## config.mk

```make
export PLATFORM = sky130hd
export DESIGN_NAME = mux_rr_arbiter
export DESIGN_NICKNAME = d
export VERILOG_FILES = /design/src/rtl/mux_rr_arbiter.sv
export SDC_FILE = /design/constraint.sdc
export NUM_CORES = 1
export LEC_CHECK = 0
export CORE_MARGIN = 2
export CORE_UTILIZATION = 41
export DETAILED_ROUTE_END_ITERATION = 10
export PLACE_DENSITY = 0.82
export SYNTH_ARGS = -nofsm -noshare
export SYNTH_HDL_FRONTEND = slang
export SYNTH_SLANG_ARGS = --single-unit
export TNS_END_PERCENT = 30
```

## constraint.sdc

```tcl
create_clock -name clk -period 3.6 [get_ports clk]
set_input_delay 0.72 -clock clk [delete_from_list [all_inputs] [get_ports clk]]
set_output_delay 0.72 -clock clk [all_outputs]
set_load 0.03 [all_outputs]
```

## src/rtl/mux_rr_arbiter.sv

```systemverilog
// Round-robin arbiter: four valid/ready requesters share one registered BITS-wide output buffer.
// Latency: data accepted at a clock edge is presented on out_data/out_valid right after that edge.
// Backpressure: the one-entry buffer reloads on the same edge it drains; while it is full and out_ready is low, all in_ready are 0.
//
// Ports:
//   clk, rst                     clock, asynchronous active-high reset
//   in_valid[3:0], in_data0..3   requester valid flags and payloads
//   in_ready[3:0]                one-hot take strobe (at most one bit set)
//   out_valid, out_data, out_ready  downstream handshake and buffered payload
//   grant[1:0]                   requester index whose data sits in out_data
//   busy                         mirror of out_valid
module mux_rr_arbiter #(
    parameter int BITS = 4
) (
    input  logic            clk,
    input  logic            rst,
    input  logic [3:0]      in_valid,
    input  logic [BITS-1:0] in_data0,
    input  logic [BITS-1:0] in_data1,
    input  logic [BITS-1:0] in_data2,
    input  logic [BITS-1:0] in_data3,
    output logic [3:0]      in_ready,
    output logic            out_valid,
    output logic [BITS-1:0] out_data,
    input  logic            out_ready,
    output logic [1:0]      grant,
    output logic            busy
);

    typedef enum logic {EMPTY, FULL} state_t;

    state_t          state_q, state_d;
    logic [BITS-1:0] data_q,  data_d;
    logic [1:0]      grant_q, grant_d;
    logic [1:0]      ptr_q,   ptr_d;

    logic            any_vld;
    logic            can_load;
    logic            load;
    logic [1:0]      win;
    logic [1:0]      cand;
    logic            found;
    logic [BITS-1:0] win_data;

    // Winner search starts just after the last winner and wraps; the k=4
    // step lands on the last winner itself, so it wins only when alone.
    always_comb begin
        win   = ptr_q + 2'd1;
        cand  = ptr_q;
        found = 1'b0;
        for (int k = 1; k <= 4; k++) begin
            cand = ptr_q + 2'(k);
            if (!found && in_valid[cand]) begin
                win   = cand;
                found = 1'b1;
            end
        end
    end

    always_comb begin
        win_data = in_data0;
        case (win)
            2'd0: win_data = in_data0;
            2'd1: win_data = in_data1;
            2'd2: win_data = in_data2;
            2'd3: win_data = in_data3;
            default: win_data = in_data0;
        endcase
    end

    assign any_vld  = |in_valid;
    assign can_load = (state_q == EMPTY) || out_ready;
    // rst gating keeps in_ready low for the whole reset interval, even though
    // the reset state itself would otherwise allow a load.
    assign load     = can_load && any_vld && !rst;
    assign in_ready = load ? (4'b0001 << win) : 4'b0000;

    always_comb begin
        state_d = state_q;
        data_d  = data_q;
        grant_d = grant_q;
        ptr_d   = ptr_q;
        if (load) begin
            data_d  = win_data;
            grant_d = win;
            ptr_d   = win;
            state_d = FULL;
        end else if (state_q == FULL && out_ready) begin
            state_d = EMPTY;
        end
    end

    always_ff @(posedge clk or posedge rst) begin
        if (rst) begin
            state_q <= EMPTY;
            data_q  <= '0;
            grant_q <= 2'd0;
            ptr_q   <= 2'd3;
        end else begin
            state_q <= state_d;
            data_q  <= data_d;
            grant_q <= grant_d;
            ptr_q   <= ptr_d;
        end
    end

    assign out_valid = (state_q == FULL);
    assign busy      = out_valid;
    assign out_data  = data_q;
    assign grant     = grant_q;

endmodule
```

==> results of run 1 <==
==> sequential cells by signal (all words and copies together), names as in the netlist <==
| signal | cells |
|---|---|
| out_data | 4 |
| grant | 2 |
| ptr_q | 2 |
| busy | 1 |
==> cells by family after synthesis <==
group	synth area share, %
buffers and inverters	5.71
flip-flops	33.5
multiplexers	3.31
AND/OR/NAND/NOR	26.7
AO/OA/AOI/OAI	30.8
==> cells in the mapped netlist, types with 2 or more instances <==
master and number:
nand2_1 9, dfrtp_1 7, nor2_1 7, o22ai_1 6
and2_1 5, a221oi_1 4, o31ai_1 4, inv_1 3
nand2b_1 3, a21oi_2 2, dfstp_2 2, mux2_2 2
nor2b_1 2
==> worst min path at each step <==
stage,depth (start not counted),startpoint,to
finish,2,grant[1],grant[1]
global placement,2,grant[1],grant[1]
CTS,2,grant[1],grant[1]
floorplan,2,ptr_q[1],ptr_q[1]
global route,2,out_data[0],out_data[0]
detailed placement,2,grant[1],grant[1]
==> power by group <==
part | switching [W] | internal (W)
sequential | 0.0000409 | 0.000150
combinational | 0.000208 | 0.000169
clock | 0.0000380 | 0.0000429
total | 0.000286 | 0.000361
==> metrics by stage <==
step	std cells	cell area [µm²]	hold WS [ns]	util, %	total power, W
global placement	125	1020	0.459	66.8	0.000561
finish	129	1040	0.472	68.6	0.000648
global route	129	1040	0.508	68.6	0.000691
CTS	129	1040	0.479	68.6	0.000649
detailed placement	125	1020	0.464	66.8	0.000567
floorplan	77	679	0.500	-	0.000430
==> per-layer routing <==
| layer | GRT usage, % | part of all wire, % | wire [µm] | vias to the layer above |
|---|---|---|---|---|
| met5 | 0 | 0 | 0 | - |
| met4 | 10.9 | 2.1 | 38 | 0 |
| met3 | 7.20 | 9.9 | 183 | 5 |
| met2 | 33.3 | 45 | 829 | 35 |
| met1 | 24.6 | 43 | 797 | 335 |
| li1 | - | - | - | 351 |
==> tightest hold or removal path: cells and delay by family (launching register included) <==
family           cells  cell delay (ns)
and+or+nand+nor      2             0.10
DFF                  1             0.34
==> final cells by class <==
| cell class | instances | area, µm² |
|---|---|---|
| multi-input cells | 61 | 413 |
| clock buffers | 4 | 26.3 |
| flip-flops and latches | 9 | 228 |
| repair buffers | 35 | 343 |
| well taps | 16 | 20.0 |
| inverters | 4 | 15.0 |
| fillers | 131 | 479 |
==> impl_metrics.toml, run 1 <==
[outcome]
status = "finished, final reports clean"

[setup_path]
critPathLaunchType = "input pin"
cp_slowest_cell = "clkdlybuf4s50_1"
critPathTopFamily = "buffers and inverters"
crit_arrival_ns = 2.74
crit_path_start = "in_valid[3]"
path_cells = "clkdlybuf4s50_1 -> o41ai_1 -> a31oi_2 -> nor2_1 -> clkdlybuf4s50_1"
crit_buf_inv = 2
critical_path_required_ns = 2.88
r2r-end = "out_data[3]"
criticalPathCategory = "input pin to output port"
crit_fanout = 9
worstSetupEndpointType = "output port"
slowest_delay_ns = 0.68
rrSetupSlack_ns = 1.94
worst-path-stages = 5
path_common_cell = "clkdlybuf4s50_1"
reg2regPathDepth = 5
crit_end = "in_ready[0]"
r2r_start = "ptr_q[0]"

[drt]
drc = 0
ant_nets = 0
routed_wl_um = 1850
drt-initial-drc-count = 14
drtPass1Iterations = 4
avgRoutedWirePerCell_um = 14.3
avgViaCountPerCell = 5.63
via_count = 726

[clock_network]
ctsHoldBuffers = 0
cts-root-buf = "clkbuf_4"
cts_max_level = 1
cts_resized = 0
cts_tree = "yes"
cts_buffers = 3
clockBufferDepth = 2
clock_sinks = 9
clk_pin_slew_ns = 0.06
clock_latency_ns = 0.27
post_cts_buffers = 0

[sta]
layout_setup_ws_ns = 0.144
slew_headroom_pct = 73.3
max_freq_ghz = 0.289
setup_viol = 0
hold_violations = 0
maxSlewViolCount = 0
period_minus_slack_ns = 3.46
tightest_slew_ns = 0.395
rsz0062_at_grt = "false"
finalClockSkew_ns = 0.00625
final.setup.tns_ns = 0
fin_crit_sh_pct = 96.0

[run]
drv_cap = 0

[floorplan]
die_y_um = 44.7
start_util_pct = 44.6
die-area_um2 = 2000
rows = 14
core_area_um2 = 1520
die_width_um = 44.7
io_pins = 35

[final_layout]
layout_commonest_cell = "clkdlybuf4s50_1"
final_cell_mix = "32 x clkdlybuf4s50_1, 9 x nand2_1, 7 x nor2_1, 7 x dfrtp_1, 6 x o22ai_1"
drive_gt1_share_pct = 19.5
antenna_cells = 0
nets = 137
area_delta_synth_final_pct = 53.8

[synthesis]
synth.area.top_cells = "dfrtp_1 26%, dfstp_2 7.7%, o22ai_1 5.5%, a221oi_1 5.2%, nand2_1 5.0%"
synth_area_um2 = 679
synth-main-ff-cell = "dfrtp_1"
synthesis.nets = 100
synth_top_area_share_pct = 25.8
yosys_warnings = 0
synth_seq_cells = 9
synth-edff-count = 0
postSynthAreaPerCell_um2 = 8.82
async_flop_share_pct = 100
synth_top_cell_by_area = "dfrtp_1"
yosysSeqAreaShare_pct = 33.5
syn_inst = 77
synth_cell_types = 34

[placement]
dp_slack_ns = 0.171
place_congestion = 0.823
io_buffers = 34
dp_hpwl_um = 1420

[grt]
globalRouteOverflowTotal = 0
grt_pass1_wl_um = 2920
grt_pass1_vias = 627
grt_max_degree = 10
antenna_found_initial = 0
grt_util_all_layers_pct = 20.9

[power_and_ir_drop]
p_per_area_nw_per_um2 = 620
p_leak_nw = 0.427
vdd_ir_drop_max_v = 0.000366

[hold_path]
hold_class = "flip-flop to flip-flop"
Power figures use the tool's default switching activity.
==> run 2, diff against run 1 <==
- REMOVE_ABC_BUFFERS: default -> 1
- SLEW_MARGIN: default -> 20
==> run 2 against run 1 <==
Effect of this change:
- die area unchanged
- hold slack better by 0.0029 ns
- sequential power about the same
- sequential cell count unchanged
- critical path depth unchanged
- wire length up 1.1%
- combinational power up 1%
- final cell count up 0.78%
- clock power down 0.5%
- critical path type unchanged
- largest cell class unchanged
==> impl_metrics.toml, run 2 (synthesized netlist as in run 1, its figures left out) <==
[outcome]
status = "finished, final reports clean"

[final_layout]
nets = 138
largest_reg_flops = 4
layout_commonest_cell = "clkdlybuf4s50_1"
area_delta_synth_final_pct = 54.9
final_cell_mix = "32 x clkdlybuf4s50_1, 9 x nand2_1, 7 x nor2_1, 7 x dfrtp_1, 6 x o22ai_1"
final_core_util_pct = 69.0
antenna_cells = 0
drive_gt1_share_pct = 20.2
fillers = 122

[sta]
max_freq_ghz = 0.292
maxSlewViolCount = 0
setup_viol = 0
hold_violations = 0
rsz0062_at_grt = "false"
fin_crit_sh_pct = 95.0
layout_setup_ws_ns = 0.179
finalClockSkew_ns = 0.00460
tightest_slew_ns = 0.429
period_minus_slack_ns = 3.42
slew_headroom_pct = 71.0
final.setup.tns_ns = 0

[placement]
io_buffers = 34
place_congestion = 0.813
dp_slack_ns = 0.204
dp_hpwl_um = 1500

[drt]
drc = 0
avgViaCountPerCell = 5.67
ant_nets = 0
avgRoutedWirePerCell_um = 14.4
drtPass1Iterations = 4
drt-initial-drc-count = 22
via_count = 737
routed_wl_um = 1870

[floorplan]
io_pins = 35
die-area_um2 = 2000
rows = 14
die_y_um = 44.7
die_width_um = 44.7
core_area_um2 = 1520
start_util_pct = 44.6

[grt]
grt_util_all_layers_pct = 21.6
grt_pass1_vias = 709
antenna_found_initial = 0
grt_max_degree = 14
globalRouteOverflowTotal = 0
grt_pass1_wl_um = 3040

[clock_network]
cts_resized = 0
clock_latency_ns = 0.27
cts_buffers = 3
cts_tree = "yes"
clk_pin_slew_ns = 0.06
post_cts_buffers = 0
cts_max_level = 1
cts-root-buf = "clkbuf_4"
ctsHoldBuffers = 0
clockBufferDepth = 2
clock_sinks = 9

[setup_path]
cp_slowest_cell = "clkdlybuf4s50_1"
r2r-end = "out_data[0]"
slowest_delay_ns = 0.67
crit_end = "in_ready[0]"
r2r_start = "ptr_q[0]"
criticalPathCategory = "input pin to output port"
critPathLaunchType = "input pin"
rrSetupSlack_ns = 1.89
worstSetupEndpointType = "output port"
crit_path_start = "in_valid[3]"
path_cells = "clkdlybuf4s50_1 -> o41ai_1 -> a31oi_2 -> nor2_1 -> clkdlybuf4s50_1"
reg2regPathDepth = 5
critPathTopFamily = "buffers and inverters"
worst-path-stages = 5
critical_path_required_ns = 2.88
crit_arrival_ns = 2.70
crit_buf_inv = 2
crit_fanout = 9
path_common_cell = "clkdlybuf4s50_1"

[power_and_ir_drop]
vdd_ir_drop_max_v = 0.000354
p_sw_share_pct = 44.5
p_per_area_nw_per_um2 = 620
p_int_w = 0.000362
power_frac_clock_pct = 12.3
p_leak_nw = 0.432
p_seq_share_pct = 29.3
p_comb_share_pct = 58.3
switching_power_w = 0.000290

[hold_path]
hold_class = "flip-flop to flip-flop"

[run]
drv_cap = 0
run 2: layout make-up:
class,count,area (µm²),area share (%)
Tap cell,16,20.0,1.90
Timing Repair Buffer,36,350,33.3
Multi-Input combinational cell,61,413,39.2
Clock buffer,4,26.3,2.50
Sequential cell,9,228,21.6
Inverter,4,15.0,1.43
run 2: how the worst min path moves through the flow:
stage | from | end | slack (ns) | depth (start not counted)
after floorplan | ptr_q[1] | ptr_q[1] | 0.50 | 2
after global placement | out_data[1] | out_data[1] | 0.46 | 2
after detailed placement | grant[1] | grant[1] | 0.46 | 2
after CTS | grant[1] | grant[1] | 0.48 | 2
after global routing | out_data[2] | out_data[2] | 0.51 | 2
final | grant[1] | grant[1] | 0.47 | 2
run 2: power groups by stage:
| stage | Sequential, W | Clock (W) | Combinational [W] |
|---|---|---|---|
| 6_report | 0.000191 | 0.0000805 | 0.000380 |
| 5_1_grt | 0.000197 | 0.0000915 | 0.000411 |
| 2_1_floorplan | 0.000248 | 0 | 0.000178 |
| 3_3_place_gp | 0.000189 | 0 | 0.000372 |
| 4_1_cts | 0.000191 | 0.0000831 | 0.000381 |
| 3_5_place_dp | 0.000194 | 0 | 0.000380 |
run 2: per-stage QoR:
stage / hold WS (ns) / total power (W) / instances / area [µm²]
global placement: 0.458 / 0.000560 / 126 / 1030
CTS: 0.478 / 0.000655 / 130 / 1050
detailed placement: 0.463 / 0.000573 / 126 / 1030
finish: 0.475 / 0.000652 / 130 / 1050
floorplan: 0.500 / 0.000426 / 74 / 656
global route: 0.508 / 0.000700 / 130 / 1050
run 2: routing by layer:
| layer | global-route usage [%] | wire, µm | up-vias | part of all wire, % |
|---|---|---|---|---|
| met5 | 0 | 0 | - | 0 |
| met4 | 13.9 | 34 | 0 | 1.8 |
| met3 | 6.40 | 165 | 4 | 8.8 |
| met2 | 35.9 | 915 | 40 | 49 |
| met1 | 23.7 | 753 | 338 | 40 |
| li1 | - | - | 355 | - |
run 2: worst min-delay path: cells and delay by family (launching register included):
family | cells | cell delay, ns
flops | 1 | 0.34
simple gates | 2 | 0.11
==> run 3, diff against run 2 <==
- CTS_CLUSTER_DIAMETER: default -> 50
==> results of run 3 <==
Same layout as run 2: the final DEF is identical, and so are final timing and power.
